**config.mk**
```make
export PLATFORM = sky130hd
export DESIGN_NAME = kbd_player_arbiter_flat
export DESIGN_NICKNAME = d
export VERILOG_FILES = /design/src/rtl/kbd_pkg.sv /design/src/rtl/kbd_player_arbiter_if.sv /design/src/rtl/kbd_player_arbiter_dir_resolver.sv /design/src/rtl/kbd_player_arbiter.sv /design/src/flat_wrapper.sv
export SDC_FILE = /design/constraint.sdc
export NUM_CORES = 1
export LEC_CHECK = 0
export ABC_CLOCK_PERIOD_IN_PS = 3500
export BUFFER_PORTS_ARGS = -buffer_cell sky130_fd_sc_hd__buf_2
export CAP_MARGIN = 20
export CORE_MARGIN = 1
export CORE_UTILIZATION = 55
export DETAILED_ROUTE_END_ITERATION = 8
export GPL_TIMING_DRIVEN = 1
export PLACE_DENSITY = 0.75
export SLEW_MARGIN = 20
export SYNTH_ARGS = -nofsm -noshare
export SYNTH_HDL_FRONTEND = slang
export SYNTH_SLANG_ARGS = --single-unit
```
**constraint.sdc**
```tcl
create_clock -name clk -period 3.5 [get_ports clk]
set_input_delay 0.175 -clock clk [delete_from_list [all_inputs] [get_ports clk]]
set_output_delay 0.175 -clock clk [all_outputs]
set_load 0.02 [all_outputs]
```
**src/rtl/kbd_pkg.sv**
```systemverilog
// Shared scan-code constants and state/direction types for the keyboard player arbiter.
package kbd_pkg;

    localparam logic [7:0] SC_EXT   = 8'hE0;
    localparam logic [7:0] SC_BRK   = 8'hF0;
    localparam logic [7:0] SC_W     = 8'h1D;
    localparam logic [7:0] SC_S     = 8'h1B;
    localparam logic [7:0] SC_UP    = 8'h75;
    localparam logic [7:0] SC_DN    = 8'h72;
    localparam logic [7:0] SC_SPACE = 8'h29;

    typedef enum logic [1:0] {IDLE, EXT, BRK, EXT_BRK} kbd_state_t;

    typedef enum logic {DIR_UP, DIR_DN} dir_t;

endpackage

```
**src/rtl/kbd_player_arbiter_if.sv**
```systemverilog
// Scan-code input, player-2 source selection and per-player control outputs.
interface kbd_player_arbiter_if;

    logic [7:0] rx_data;
    logic       rx_valid;
    logic       kbd_p2;
    logic       btnU;
    logic       btnD;
    logic       p1_up;
    logic       p1_down;
    logic       p2_up;
    logic       p2_down;
    logic       serve;

    modport master (
        output rx_data, rx_valid, kbd_p2, btnU, btnD,
        input  p1_up, p1_down, p2_up, p2_down, serve
    );

    modport slave (
        input  rx_data, rx_valid, kbd_p2, btnU, btnD,
        output p1_up, p1_down, p2_up, p2_down, serve
    );

endinterface

```
**src/rtl/kbd_player_arbiter_dir_resolver.sv**
```systemverilog
// Tracks up/down held flags and the most recent press for one player; up and down
// are mutually exclusive, with the latest press winning while both are held.
module dir_resolver
    import kbd_pkg::*;
(
    input  logic clk,
    input  logic rst,
    input  logic press_up,
    input  logic press_dn,
    input  logic rel_up,
    input  logic rel_dn,
    output logic up,
    output logic down
);

    logic up_held;
    logic dn_held;
    logic up_held_nxt;
    logic dn_held_nxt;
    dir_t last;
    dir_t last_nxt;

    // Outputs are resolved from next-state flags so they move on the same edge as the event.
    always_comb begin
        up_held_nxt = press_up | (up_held & ~rel_up);
        dn_held_nxt = press_dn | (dn_held & ~rel_dn);
        last_nxt    = last;
        if (press_dn) last_nxt = DIR_DN;
        if (press_up) last_nxt = DIR_UP;
    end

    always_ff @(posedge clk) begin
        if (rst) begin
            up_held <= 1'b0;
            dn_held <= 1'b0;
            last    <= DIR_UP;
            up      <= 1'b0;
            down    <= 1'b0;
        end else begin
            up_held <= up_held_nxt;
            dn_held <= dn_held_nxt;
            last    <= last_nxt;
            up      <= up_held_nxt & (~dn_held_nxt | (last_nxt == DIR_UP));
            down    <= dn_held_nxt & (~up_held_nxt | (last_nxt == DIR_DN));
        end
    end

endmodule

```
**src/rtl/kbd_player_arbiter.sv**
```systemverilog
// Decodes PS/2 make/break sequences into paddle directions for two players and a
// one-shot serve pulse; player 2 may be driven by buttons instead of the arrows.
module kbd_player_arbiter
    import kbd_pkg::*;
#(
    parameter int TIMEOUT_CYC = 65000,
    parameter int TO_W        = 17
) (
    input logic                  clk,
    input logic                  rst,
    kbd_player_arbiter_if.slave  kbd
);

    kbd_state_t      state;
    logic [TO_W-1:0] to_cnt;
    logic            is_prefix;
    logic            ext;
    logic            make_ev;
    logic            brk_ev;
    logic            key_w;
    logic            key_s;
    logic            key_up;
    logic            key_dn;
    logic            key_space;
    logic            space_held;
    logic            serve_r;
    logic            btnU_q;
    logic            btnD_q;
    logic            p1_up_r;
    logic            p1_down_r;
    logic            kp2_up;
    logic            kp2_down;
    logic            bp2_up;
    logic            bp2_down;

    // A non-prefix byte completes a make from IDLE/EXT or a break from BRK/EXT_BRK.
    always_comb begin
        is_prefix = (kbd.rx_data == SC_EXT) | (kbd.rx_data == SC_BRK);
        ext       = (state == EXT) | (state == EXT_BRK);
        make_ev   = kbd.rx_valid & ~is_prefix & ((state == IDLE) | (state == EXT));
        brk_ev    = kbd.rx_valid & ~is_prefix & ((state == BRK) | (state == EXT_BRK));
        key_w     = (kbd.rx_data == SC_W)     & ~ext;
        key_s     = (kbd.rx_data == SC_S)     & ~ext;
        key_up    = (kbd.rx_data == SC_UP)    &  ext;
        key_dn    = (kbd.rx_data == SC_DN)    &  ext;
        key_space = (kbd.rx_data == SC_SPACE) & ~ext;
    end

    always_ff @(posedge clk) begin
        if (rst) begin
            state  <= IDLE;
            to_cnt <= '0;
        end else if (kbd.rx_valid) begin
            to_cnt <= '0;
            case (state)
                IDLE: begin
                    if (kbd.rx_data == SC_EXT)      state <= EXT;
                    else if (kbd.rx_data == SC_BRK) state <= BRK;
                    else                            state <= IDLE;
                end
                EXT: begin
                    if (kbd.rx_data == SC_BRK)      state <= EXT_BRK;
                    else if (kbd.rx_data == SC_EXT) state <= EXT;
                    else                            state <= IDLE;
                end
                BRK:     state <= IDLE;
                EXT_BRK: state <= IDLE;
            endcase
        end else if (state == IDLE) begin
            to_cnt <= '0;
        end else if (to_cnt == TO_W'(TIMEOUT_CYC)) begin
            state  <= IDLE;
            to_cnt <= '0;
        end else begin
            to_cnt <= to_cnt + 1'b1;
        end
    end

    // Serve fires only on the first make of Space; typematic repeats are swallowed.
    always_ff @(posedge clk) begin
        if (rst) begin
            serve_r    <= 1'b0;
            space_held <= 1'b0;
            btnU_q     <= 1'b0;
            btnD_q     <= 1'b0;
        end else begin
            serve_r <= make_ev & key_space & ~space_held;
            if (make_ev & key_space)     space_held <= 1'b1;
            else if (brk_ev & key_space) space_held <= 1'b0;
            btnU_q <= kbd.btnU;
            btnD_q <= kbd.btnD;
        end
    end

    dir_resolver u_p1 (
        .clk      (clk),
        .rst      (rst),
        .press_up (make_ev & key_w),
        .press_dn (make_ev & key_s),
        .rel_up   (brk_ev & key_w),
        .rel_dn   (brk_ev & key_s),
        .up       (p1_up_r),
        .down     (p1_down_r)
    );

    dir_resolver u_p2_kbd (
        .clk      (clk),
        .rst      (rst),
        .press_up (make_ev & key_up),
        .press_dn (make_ev & key_dn),
        .rel_up   (brk_ev & key_up),
        .rel_dn   (brk_ev & key_dn),
        .up       (kp2_up),
        .down     (kp2_down)
    );

    dir_resolver u_p2_btn (
        .clk      (clk),
        .rst      (rst),
        .press_up (kbd.btnU & ~btnU_q),
        .press_dn (kbd.btnD & ~btnD_q),
        .rel_up   (~kbd.btnU & btnU_q),
        .rel_dn   (~kbd.btnD & btnD_q),
        .up       (bp2_up),
        .down     (bp2_down)
    );

    assign kbd.p1_up   = p1_up_r;
    assign kbd.p1_down = p1_down_r;
    assign kbd.p2_up   = kbd.kbd_p2 ? kp2_up   : bp2_up;
    assign kbd.p2_down = kbd.kbd_p2 ? kp2_down : bp2_down;
    assign kbd.serve   = serve_r;

endmodule

```
**src/flat_wrapper.sv**
```systemverilog
// flat-port wrapper written by rule: the top's interface ports become plain ports
module kbd_player_arbiter_flat import kbd_pkg::*;
#(
    parameter int TIMEOUT_CYC = 65000,
    parameter int TO_W        = 17
)
  (clk, rst, kbd_rx_data, kbd_rx_valid, kbd_kbd_p2, kbd_btnU, kbd_btnD, kbd_p1_up, kbd_p1_down, kbd_p2_up, kbd_p2_down, kbd_serve);
  kbd_player_arbiter_if kbd_i ();
  input logic clk;
  input logic rst;
  input wire logic [$bits(kbd_i.rx_data)-1:0] kbd_rx_data;
  input wire logic [$bits(kbd_i.rx_valid)-1:0] kbd_rx_valid;
  input wire logic [$bits(kbd_i.kbd_p2)-1:0] kbd_kbd_p2;
  input wire logic [$bits(kbd_i.btnU)-1:0] kbd_btnU;
  input wire logic [$bits(kbd_i.btnD)-1:0] kbd_btnD;
  output wire logic [$bits(kbd_i.p1_up)-1:0] kbd_p1_up;
  output wire logic [$bits(kbd_i.p1_down)-1:0] kbd_p1_down;
  output wire logic [$bits(kbd_i.p2_up)-1:0] kbd_p2_up;
  output wire logic [$bits(kbd_i.p2_down)-1:0] kbd_p2_down;
  output wire logic [$bits(kbd_i.serve)-1:0] kbd_serve;
  assign kbd_i.rx_data = kbd_rx_data;
  assign kbd_i.rx_valid = kbd_rx_valid;
  assign kbd_i.kbd_p2 = kbd_kbd_p2;
  assign kbd_i.btnU = kbd_btnU;
  assign kbd_i.btnD = kbd_btnD;
  assign kbd_p1_up = kbd_i.p1_up;
  assign kbd_p1_down = kbd_i.p1_down;
  assign kbd_p2_up = kbd_i.p2_up;
  assign kbd_p2_down = kbd_i.p2_down;
  assign kbd_serve = kbd_i.serve;
  kbd_player_arbiter #(.TIMEOUT_CYC(TIMEOUT_CYC), .TO_W(TO_W)) u_core (.clk(clk), .rst(rst), .kbd(kbd_i));
endmodule
```
==> results of run 1 <==
critical path, delay by kind of cell (launching register included):
family / cells / cell delay, ps
and+or+nand+nor: 4 / 1690
DFF: 1 / 340
report_power, final:
| part | internal, mW | switching (mW) |
|---|---|---|
| Clock | 0.242 | 0.148 |
| Sequential | 0.438 | 0.00188 |
| Combinational | 0.0161 | 0.0203 |
stage by stage:
stage	utilization (%)	area, um^2	hold WS, ps	setup slack (ps)	power [mW]
after detailed placement	64.1	1830	429	1430	0.486
final	68.0	1940	61.7	1410	0.866
after CTS	68.0	1940	61.6	1400	0.870
after floorplan	-	1720	284	1510	0.471
after global placement	64.1	1830	410	1470	0.484
after global routing	68.0	1940	80.2	1300	0.896
how the worst max path moves through the flow:
stage | depth (start not counted) | slack, ps | from | to
2_1_floorplan | 5 | 1510 | u_core.state[0] | u_core.u_p1.down
3_3_place_gp | 4 | 1470 | u_core.state[0] | u_core.u_p1.down
3_5_place_dp | 4 | 1430 | u_core.state[0] | u_core.u_p1.down
4_1_cts | 4 | 1400 | u_core.state[0] | u_core.u_p1.down
5_1_grt | 4 | 1300 | u_core.state[0] | u_core.u_p1.down
6_report | 4 | 1410 | u_core.state[0] | u_core.u_p1.down
sequential cells by signal (all words and copies together) (netlist names):
register                 cells
u_core.u_p1.up_held          1
u_core.space_held            1
u_core.u_p1.up               1
u_core.to_cnt               17
u_core.state                 2
u_core.kbd.serve             1
u_core.u_p1.last             1
u_core.u_p2_btn.up           1
u_core.u_p2_kbd.last         1
u_core.u_p2_kbd.down         1
u_core.u_p2_kbd.dn_held      1
u_core.btnD_q                1
u_core.u_p2_kbd.up_held      1
u_core.u_p2_btn.up_held      1
u_core.u_p2_btn.dn_held      1
u_core.u_p2_kbd.up           1
u_core.u_p1.down             1
u_core.u_p2_btn.down         1
u_core.u_p2_btn.last         1
u_core.u_p1.dn_held          1
u_core.btnU_q                1
synth_stat cells (2+ instances only):
cell and instances:
nand2_1 10, nor2b_1 6, nor4b_1 2, a21oi_1 8
and4_1 2, inv_1 14, xor2_1 8, nand2b_1 2
o21ai_0 11, dfxtp_1 38, maj3_1 2, xnor2_1 2
nand4b_1 3, nand3_1 6, a211oi_1 3, o31ai_1 2
clkbuf_1 5, or4b_1 2, nor2_1 20, ha_1 2
nor3_1 2, mux2_2 2, and3_1 2, nand4_1 6
nor4_1 2, or3_1 5, a21boi_0 2
cell families after synthesis:
| family | count (synthesis) | share of synthesized area (%) |
|---|---|---|
| simple gates | 80 | 28.5 |
| fa+ha+maj | 4 | 2.63 |
| compound gates | 35 | 13.1 |
| flops | 38 | 44.3 |
| buf+inv | 20 | 4.45 |
| xor+xnor | 10 | 5.11 |
| mux | 3 | 1.90 |
placed cells by master, fill, tap and decap left out, types with 3 or more instances in the layout:
cell type  count
nand2_1       10
nand3_1        6
inv_1         14
a211oi_1       3
a21oi_1        8
clkbuf_4       5
buf_2         18
nor2_1        20
nand4b_1       3
nand4_1        6
o21ai_0       11
or3_1          5
dfxtp_1       38
xor2_1         8
nor2b_1        6
layout make-up:
class                           instances  area [um^2]
Sequential cell                        38          761
Tap cell                               31         38.8
Inverter                               14         52.6
Clock buffer                            6         51.3
Clock inverter                          2         60.1
Multi-Input combinational cell        132          878
Fill cell                             246          913
Timing Repair Buffer                   19         97.6
metal layers:
layer	GRT usage, %	wire (um)	share of wire (%)	vias up
met3	5.36	133	4.1	7
met4	9.86	57	1.8	0
met2	38.8	1620	51	32
met5	0	0	0	-
met1	24.3	1400	43	661
li1	-	-	-	719
==> metrics, run 1 <==
status=finished, violations left; violated checks=DRC; setup_tns=0 ps; peak supply drop=roughly 0.00038 V; cts bufs inserted=5; io pins=19; synth warn=0; synthesized instance count=190; clk sink count=38; R2R setup slack=~1400 ps; WS Path Type=flop to flop; Worst slew margin=between 60% and 70%; ys async rst share=0%; row count=19; drt wl/cell=approximately 13 um; Avg Inst Size Synth=9.03 um^2; max_cap viols=0; CTS tree=built; worst hold path type=primary input to flop; RSZ-0062 raised after global routing=false; CP Cell Sequence=or4b_1 > or4_4 > and4_4 > nor4b_4; crit end category=flop; startpoint types=flop; top cell type's share of synthesized area=~44%; final std cells w/o fill=~240; Routed WL=3210 um; worst-path fanout max=7; Starting Density=between 60% and 70%; number of instances in the placed design=roughly 230; gpl congestion=just under 0.8; Synth cell types=48; Final Cycle Share=roughly 60%; die area=roughly 3300 um^2; slowest stage delay, CP=approximately 660 ps; DR iter-0 viols=between 40 and 50; Layout area overhead=13.1%; post-synthesis cell area=~1700 um^2; Slowest cell on crit path=or4b_1; Ant. Diodes=0; Die X=just under 60 um; Final nets=between 200 and 250; register area share after synthesis=between 40 and 50%; Post-CTS Resized=0; Post-synth EDFFs=0; Residual DRC=2; post-CTS setup buffers=0; initial antenna violation count=0; dpl hpwl=between 2000 and 2500 um; Leak=0.691 nW; GR Overflow Total=0; hold buffers post-CTS=0; Critical Path RT=around 3800 ps; Worst-Skew Late Latency=~350 ps; CTS H-tree depth=2; Top FF cell, synth=dfxtp_1; Cell Pwr Density=between 400 and 500 nW/um^2; share of cells above drive strength 1=17.1%; top cells by area, synth=dfxtp_1 44%, nor2_1 4.4%, xor2_1 4.1%, o21ai_0 3.2%, inv_1 3.1%; CORE AREA=around 2900 um^2; Tmin final=approximately 2100 ps; net count after synthesis=206; critical path arrival=2370 ps; Port Buffer Count=18; DR vias=between 1000 and 1500; reg2reg start=u_core.state[0]; final setup skew=slightly above 9 ps; r2r endpoint=u_core.u_p1.down; vias per cell=5.86; flops & latches, synth=38; Slew Viols, Final=0; total track usage=a little over a fifth; number of global-route vias before repair=about 1400; final setup vio count=0; clock-pin slew on the worst setup and hold paths=between 100 and 150 ps; f_max=between 400 and 500 MHz; Clock Tree Root=clkbuf_4; largest net degree at the start of global routing=19; Final Hold Fails=0; height of the die=roughly 58 um; Synth area leader=dfxtp_1; Hold EP=u_core.btnU_q; Detail Route Antenna Nets=0; Worst Hold Depth=3; CTS Buffer Depth=2; hold_sp=kbd_btnU; FF-to-FF path depth=4; DRT Pass-1 Iters=6; Least-Margin Pin Slew=between 500 and 600 ps; first-pass GRT wire length=between 5000 and 6000 um
(Power assumes the default switching activity.)
==> inputs of run 2 (changes only) <==
--- a/config.mk
+++ b/config.mk
@@ -5,7 +5,7 @@
 export SDC_FILE = /design/constraint.sdc
 export NUM_CORES = 1
 export LEC_CHECK = 0
-export ABC_CLOCK_PERIOD_IN_PS = 3500
+export ABC_CLOCK_PERIOD_IN_PS = 2170
 export BUFFER_PORTS_ARGS = -buffer_cell sky130_fd_sc_hd__buf_2
 export CAP_MARGIN = 20
 export CORE_MARGIN = 1
==> constraint.sdc (replaced) <==
create_clock -name clk -period 2.17 [get_ports clk]
set_input_delay 0.1085 -clock clk [delete_from_list [all_inputs] [get_ports clk]]
set_output_delay 0.1085 -clock clk [all_outputs]
set_load 0.02 [all_outputs]
==> run 2 against run 1 <==
  * The run still ends with DRC left
  * Register-to-register slack got worse by 1200 ps
  * Sequential power rose by 61%
  * Critical path depth did not move
  * Core utilization fell by 1.1 points
  * Highest routed layer unchanged
  * Die area unchanged
  * Count of clock-buffer cells in the layout is 1 lower
  * Routed wire length shrank 0.59%
  * Global-route usage grew 0.084 points
  * Clock power decreased by 13%
  * Worst hold slack worse by 45 ps
  * Sequential share of layout area grew 0.64 points
  * Critical endpoint unchanged
==> metrics, run 2 (synthesis results as in run 1) <==
Post-CTS Resized=0 (unchanged); Final Util=66.9% (-1.1 points); Worst Setup EP=u_core.u_p1.down; Final nets=230 (+1.8%); violated checks=DRC; Routed WL=3190 um (-0.59%); Port Buffer Count=18 (unchanged); Starting Density=60.1% (unchanged); part of the power in registers=63.9% (+13 points); Tmin final=1940 ps (-149 ps); Top reg by flops=u_core.to_cnt; DR vias=1460 (+2.9%); Fill cells=227 (-7.7%); final setup vio count=0 (unchanged); Die X=57.8 um (unchanged); DR iter-0 viols=61 (+45%); critical path arrival=2220 ps (-150 ps); post-CTS setup buffers=0 (unchanged); row count=19 (unchanged); most common cell after layout, fill and taps aside=dfxtp_1; gpl congestion=0.774 (+0.55%); Critical path origin=u_core.state[0]; largest net degree at the start of global routing=19 (unchanged); CTS H-tree depth=2 (unchanged); number of global-route vias before repair=1365 (-1.4%); f_max=514 MHz (+7.7%); Clock Tree Root=clkbuf_4; io pins=19 (unchanged); Slew Viols, Final=0 (unchanged); CTS tree=built; reg2reg start=u_core.state[0]; final std cells w/o fill=245 (+1.2%); commonest non-fill, non-tap cells in the layout=38 x dfxtp_1, 20 x nor2_1, 18 x buf_2; status=finished, violations left; peak supply drop=0.000355 V (-7.0%); Final Hold Fails=0 (unchanged); total power=1.11 mW (+28%); Int Power=0.851 mW (+22%); Cell Pwr Density=582 nW/um^2 (+30%); R2R setup slack=230 ps (-1180 ps); startpoint types=flop; vias per cell=5.96 (+1.6%); DRT Pass-1 Iters=6 (unchanged); total track usage=21.8% (+0.084 points); Ant. Diodes=0 (unchanged); Placed Area=1850 um^2 (+1.2%); Worst-Skew Late Latency=350 ps (about the same); FF-to-FF path depth=4 (unchanged); Layout area overhead=11.2%; Worst slew margin=63.7% (+1.3 points); dpl hpwl=2380 um (+1.5%); Final WS setup=226 ps (-1180 ps); cts bufs inserted=5 (unchanged); max_cap viols=0 (unchanged); Sw Share=23.4% (+3.8 points); drt wl/cell=13.0 um (-1.8%); worst-path fanout max=4 (-3); Design Area, Final=1910 um^2 (-1.6%); first-pass GRT wire length=5510 um (-2.9%); Leak=0.682 nW (-1.4%); worst hold path type=primary input to flop; RSZ-0062 raised after global routing=false; hold buffers post-CTS=1 (+1); Least-Margin Pin Slew=538 ps (-21.6 ps); Residual DRC=2 (unchanged); die area=3350 um^2 (unchanged); Largest register FFs=17 (unchanged); clk sink count=38 (unchanged); initial antenna violation count=0 (unchanged); Worst Hold Slack=16.6 ps (-45.0 ps); share of cells above drive strength 1=17.8% (+0.70 points); crit end category=flop; share of total power in the clock network=30.6% (-14 points); Comb power frac=5.5% (+1.3 points); final setup skew=10.9 ps (+1.59 ps); pre-CTS setup slack=236 ps (-1190 ps); Critical Path RT=2450 ps (-1330 ps); clock-pin slew on the worst setup and hold paths=110 ps (about the same); CORE AREA=2850 um^2 (unchanged); number of instances in the placed design=237 (+1.3%); Detail Route Antenna Nets=0 (unchanged); r2r endpoint=u_core.u_p1.down; Top Registers=u_core.to_cnt: 17 flops, u_core.state: 2 flops; Psw=0.260 mW (+53%); height of the die=57.8 um (unchanged); CTS Buffer Depth=2 (unchanged); WS Path Type=flop to flop; GR Overflow Total=0 (unchanged); setup_tns=0 ps (unchanged); Final Cycle Share=89.6% (+30 points)
## run 2: area by class of cell
cell class | count | area [um^2] | area share [%]
tap | 31 | 38.8 | 2.03
timing repair buffer | 23 | 130 | 6.82
inverter | 14 | 52.6 | 2.75
sequential | 38 | 761 | 39.9
clock inverter | 2 | 10.0 | 0.525
clock buffer | 5 | 37.5 | 1.97
multi-input combinational | 132 | 878 | 46.0
## run 2: power by group through the flow
stage	Combinational (mW)	Clock, mW	Sequential, mW
after floorplan	0.0349	0	0.725
after detailed placement	0.0600	0	0.726
after CTS	0.0615	0.353	0.710
final	0.0616	0.340	0.709
after global routing	0.0679	0.385	0.710
after global placement	0.0579	0	0.725
## run 2: worst max-delay path, cell delays in order, from the launching register on
cell,delay (ps)
dfxtp_1,340
or4b_1,550
or4_4,550
and4_4,220
nor4b_4,230
## run 2: worst min path at each step
stage	from	to	slack, ps	depth (start not counted)
after CTS	kbd_btnD	u_core.btnD_q	3	2
after global placement	kbd_btnU	u_core.btnU_q	350	3
after detailed placement	kbd_btnU	u_core.btnU_q	370	3
after floorplan	kbd_rx_data[4]	u_core.state[1]	220	2
final	kbd_rx_data[4]	u_core.state[1]	20	3
after global routing	kbd_btnD	u_core.btnD_q	10	2
## run 2: routing by layer
metal  GRT usage (%)  vias up  share of wire [%]
met2            37.9       50                 49
met3            9.60       13                6.1
met1            22.2      673                 42
met4            10.9        0                2.6
li1                -      724                  -
met5               0        -                  0
==> inputs of run 3 (changes only) <==
--- a/config.mk
+++ b/config.mk
@@ -9,10 +9,10 @@
 export BUFFER_PORTS_ARGS = -buffer_cell sky130_fd_sc_hd__buf_2
 export CAP_MARGIN = 20
 export CORE_MARGIN = 1
-export CORE_UTILIZATION = 55
+export CORE_UTILIZATION = 57
 export DETAILED_ROUTE_END_ITERATION = 8
 export GPL_TIMING_DRIVEN = 1
-export PLACE_DENSITY = 0.75
+export PLACE_DENSITY = 0.77
 export SLEW_MARGIN = 20
 export SYNTH_ARGS = -nofsm -noshare
 export SYNTH_HDL_FRONTEND = slang
==> run 3 against run 2 <==
  * The run still ends with DRC left
  * Sequential power hardly changed
  * Sequential cell count unchanged
  * Worst hold slack better by 1.4 ps
  * Total power is 14% higher
  * Setup slack got worse by 34 ps
  * Final area up 1.8%
  * Fmax shrank 1.7%
  * Register-to-register slack worse by 30 ps
  * Largest cell class unchanged
  * Count of clock-buffer cells in the layout stayed put
==> metrics, run 3 (synthesis results as in run 1) <==
status=finished, violations left; violated checks=DRC; drt wl/cell=13.6 um (+4.8%); io pins=19 (unchanged); critical path arrival=2250 ps (+30 ps); Slew Viols, Final=0 (unchanged); Top Registers=u_core.to_cnt: 17 flops, u_core.state: 2 flops; peak supply drop=0.000444 V (+25%); CTS H-tree depth=2 (unchanged); Slowest cell on crit path=or4b_1; multi-input logic area=878 um^2 (unchanged); Critical Path RT=2440 ps (about the same); Tmin final=1980 ps (+34.3 ps); Design Area, Final=1940 um^2 (+1.8%); Final Cycle Share=91.1% (+1.6 points); Leak=0.689 nW (+0.97%); WP buf/inv=0 (unchanged); Least-Margin Pin Slew=536 ps (-1.08 ps); r2r endpoint=u_core.u_p1.down; row count=19 (unchanged); Placed Area=1850 um^2 (unchanged); reg2reg start=u_core.state[0]; R2R setup slack=190 ps (-30 ps); final setup skew=9.69 ps (-1.24 ps); commonest non-fill, non-tap cells in the layout=38 x dfxtp_1, 20 x nor2_1, 18 x buf_2; crit end category=flop; Ant. Diodes=0 (unchanged); clk sink count=38 (unchanged); largest net degree at the start of global routing=19 (unchanged); f_max=506 MHz (-1.7%); max_cap viols=0 (unchanged); hold_sp=kbd_btnD; DR iter-0 viols=65 (+6.6%); Final nets=230 (unchanged); Critical path origin=u_core.state[0]; slowest stage delay, CP=560 ps (about the same); vias per cell=5.94 (-0.34%); Cell Pwr Density=649 nW/um^2 (+11%); total track usage=23.5% (+1.7 points); die area=3230 um^2 (-3.4%); Residual DRC=8 (+6); Worst Setup EP=u_core.u_p1.down; Fill cells=232 (+2.2%); clock-pin slew on the worst setup and hold paths=120 ps (about the same); Detail Route Antenna Nets=0 (unchanged); WS Path Type=flop to flop; worst-path fanout max=4 (unchanged); DR vias=1461 (+0.068%); initial antenna violation count=0 (unchanged); first-pass GRT wire length=5980 um (+8.5%); Starting Density=61.2% (+1.0 points); startpoint types=flop; cts bufs inserted=5 (unchanged); register area=761 um^2 (unchanged); final setup vio count=0 (unchanged); Worst slew margin=63.9% (+0.25 points); Clock Tree Root=clkbuf_4; dpl hpwl=2460 um (+3.2%); height of the die=56.9 um (-1.7%); Post-CTS Resized=0 (unchanged); share of cells above drive strength 1=18.1% (+0.38 points); Top reg by flops=u_core.to_cnt; Worst-Skew Late Latency=350 ps (about the same); Routed WL=3360 um (+5.2%); post-CTS setup buffers=0 (unchanged); CP Cell Sequence=or4b_1 > or4_4 > and4_4 > nor4b_4; critical path depth in cells=4 (unchanged); FF-to-FF path depth=4 (unchanged); setup_tns=0 ps (unchanged); GR Overflow Total=0 (unchanged); gpl congestion=0.779 (+0.67%); number of global-route vias before repair=1437 (+5.3%); worst hold path type=primary input to flop; Port Buffer Count=18 (unchanged); Largest register FFs=17 (unchanged); most common cell after layout, fill and taps aside=dfxtp_1; Final Hold Fails=0 (unchanged); CTS tree=built; hold buffers post-CTS=1 (unchanged); Die X=56.9 um (-1.7%); CTS Buffer Depth=2 (unchanged); CORE AREA=2810 um^2 (-1.7%); DRT Pass-1 Iters=6 (unchanged); RSZ-0062 raised after global routing=false; Layout area overhead=13.3%; Worst Hold Depth=2 (-1); Top delay family on crit path=simple AND/OR/NAND/NOR gates
## run 3: cell types whose count changed in the layout (fill, tap and decap cells not counted)
cell | before | now
bufinv_16 | 0 | 1
clkinvlp_4 | 0 | 2
clkinv_2 | 2 | 0
## run 3: final cells by class
type	count	area share (%)
clock inverter	3	2.32
sequential	38	39.2
inverter	14	2.70
clock buffer	5	1.93
multi-input combinational	132	45.2
tap	31	2.00
timing repair buffer	23	6.70
## run 3: metal layers
| layer | GRT usage (%) | routed length, um | vias to the layer above |
|---|---|---|---|
| li1 | - | - | 734 |
| met3 | 5.07 | 149 | 11 |
| met2 | 41.5 | 1700 | 35 |
| met4 | 9.76 | 66 | 0 |
| met1 | 27.4 | 1430 | 681 |
| met5 | 0 | 0 | - |
## run 3: metrics by stage
step / hold WS (ps) / worst slack [ps] / cells / util [%] / power [mW]
global placement: 347 / 270 / 237 / 66.0 / 0.782
global route: 21.0 / 77.7 / 246 / 69.3 / 1.31
finish: 18.1 / 192 / 246 / 69.3 / 1.26
detailed placement: 354 / 222 / 237 / 66.0 / 0.786
CTS: 16.3 / 190 / 246 / 69.3 / 1.27
floorplan: 217 / 184 / 190 / - / 0.759
## run 3: where the power goes
group          internal, mW  leakage, nW  total, mW  switching (mW)
Sequential            0.706        0.308      0.710         0.00317
Combinational        0.0286        0.343     0.0640          0.0353
Clock                 0.242       0.0374      0.487           0.246
## run 3: worst min path at each step
stage | endpoint | slack [ps]
floorplan | u_core.state[1] | 220
global placement | u_core.btnU_q | 350
detailed placement | u_core.btnU_q | 350
CTS | u_core.btnD_q | 20
global route | u_core.btnD_q | 20
finish | u_core.btnD_q | 20
## run 3: worst reg2reg max path, cell delays in order, from the launching register on
cell,delay [ps]
dfxtp_1,350
or4b_1,560
or4_4,550
and4_4,220
nor4b_4,230
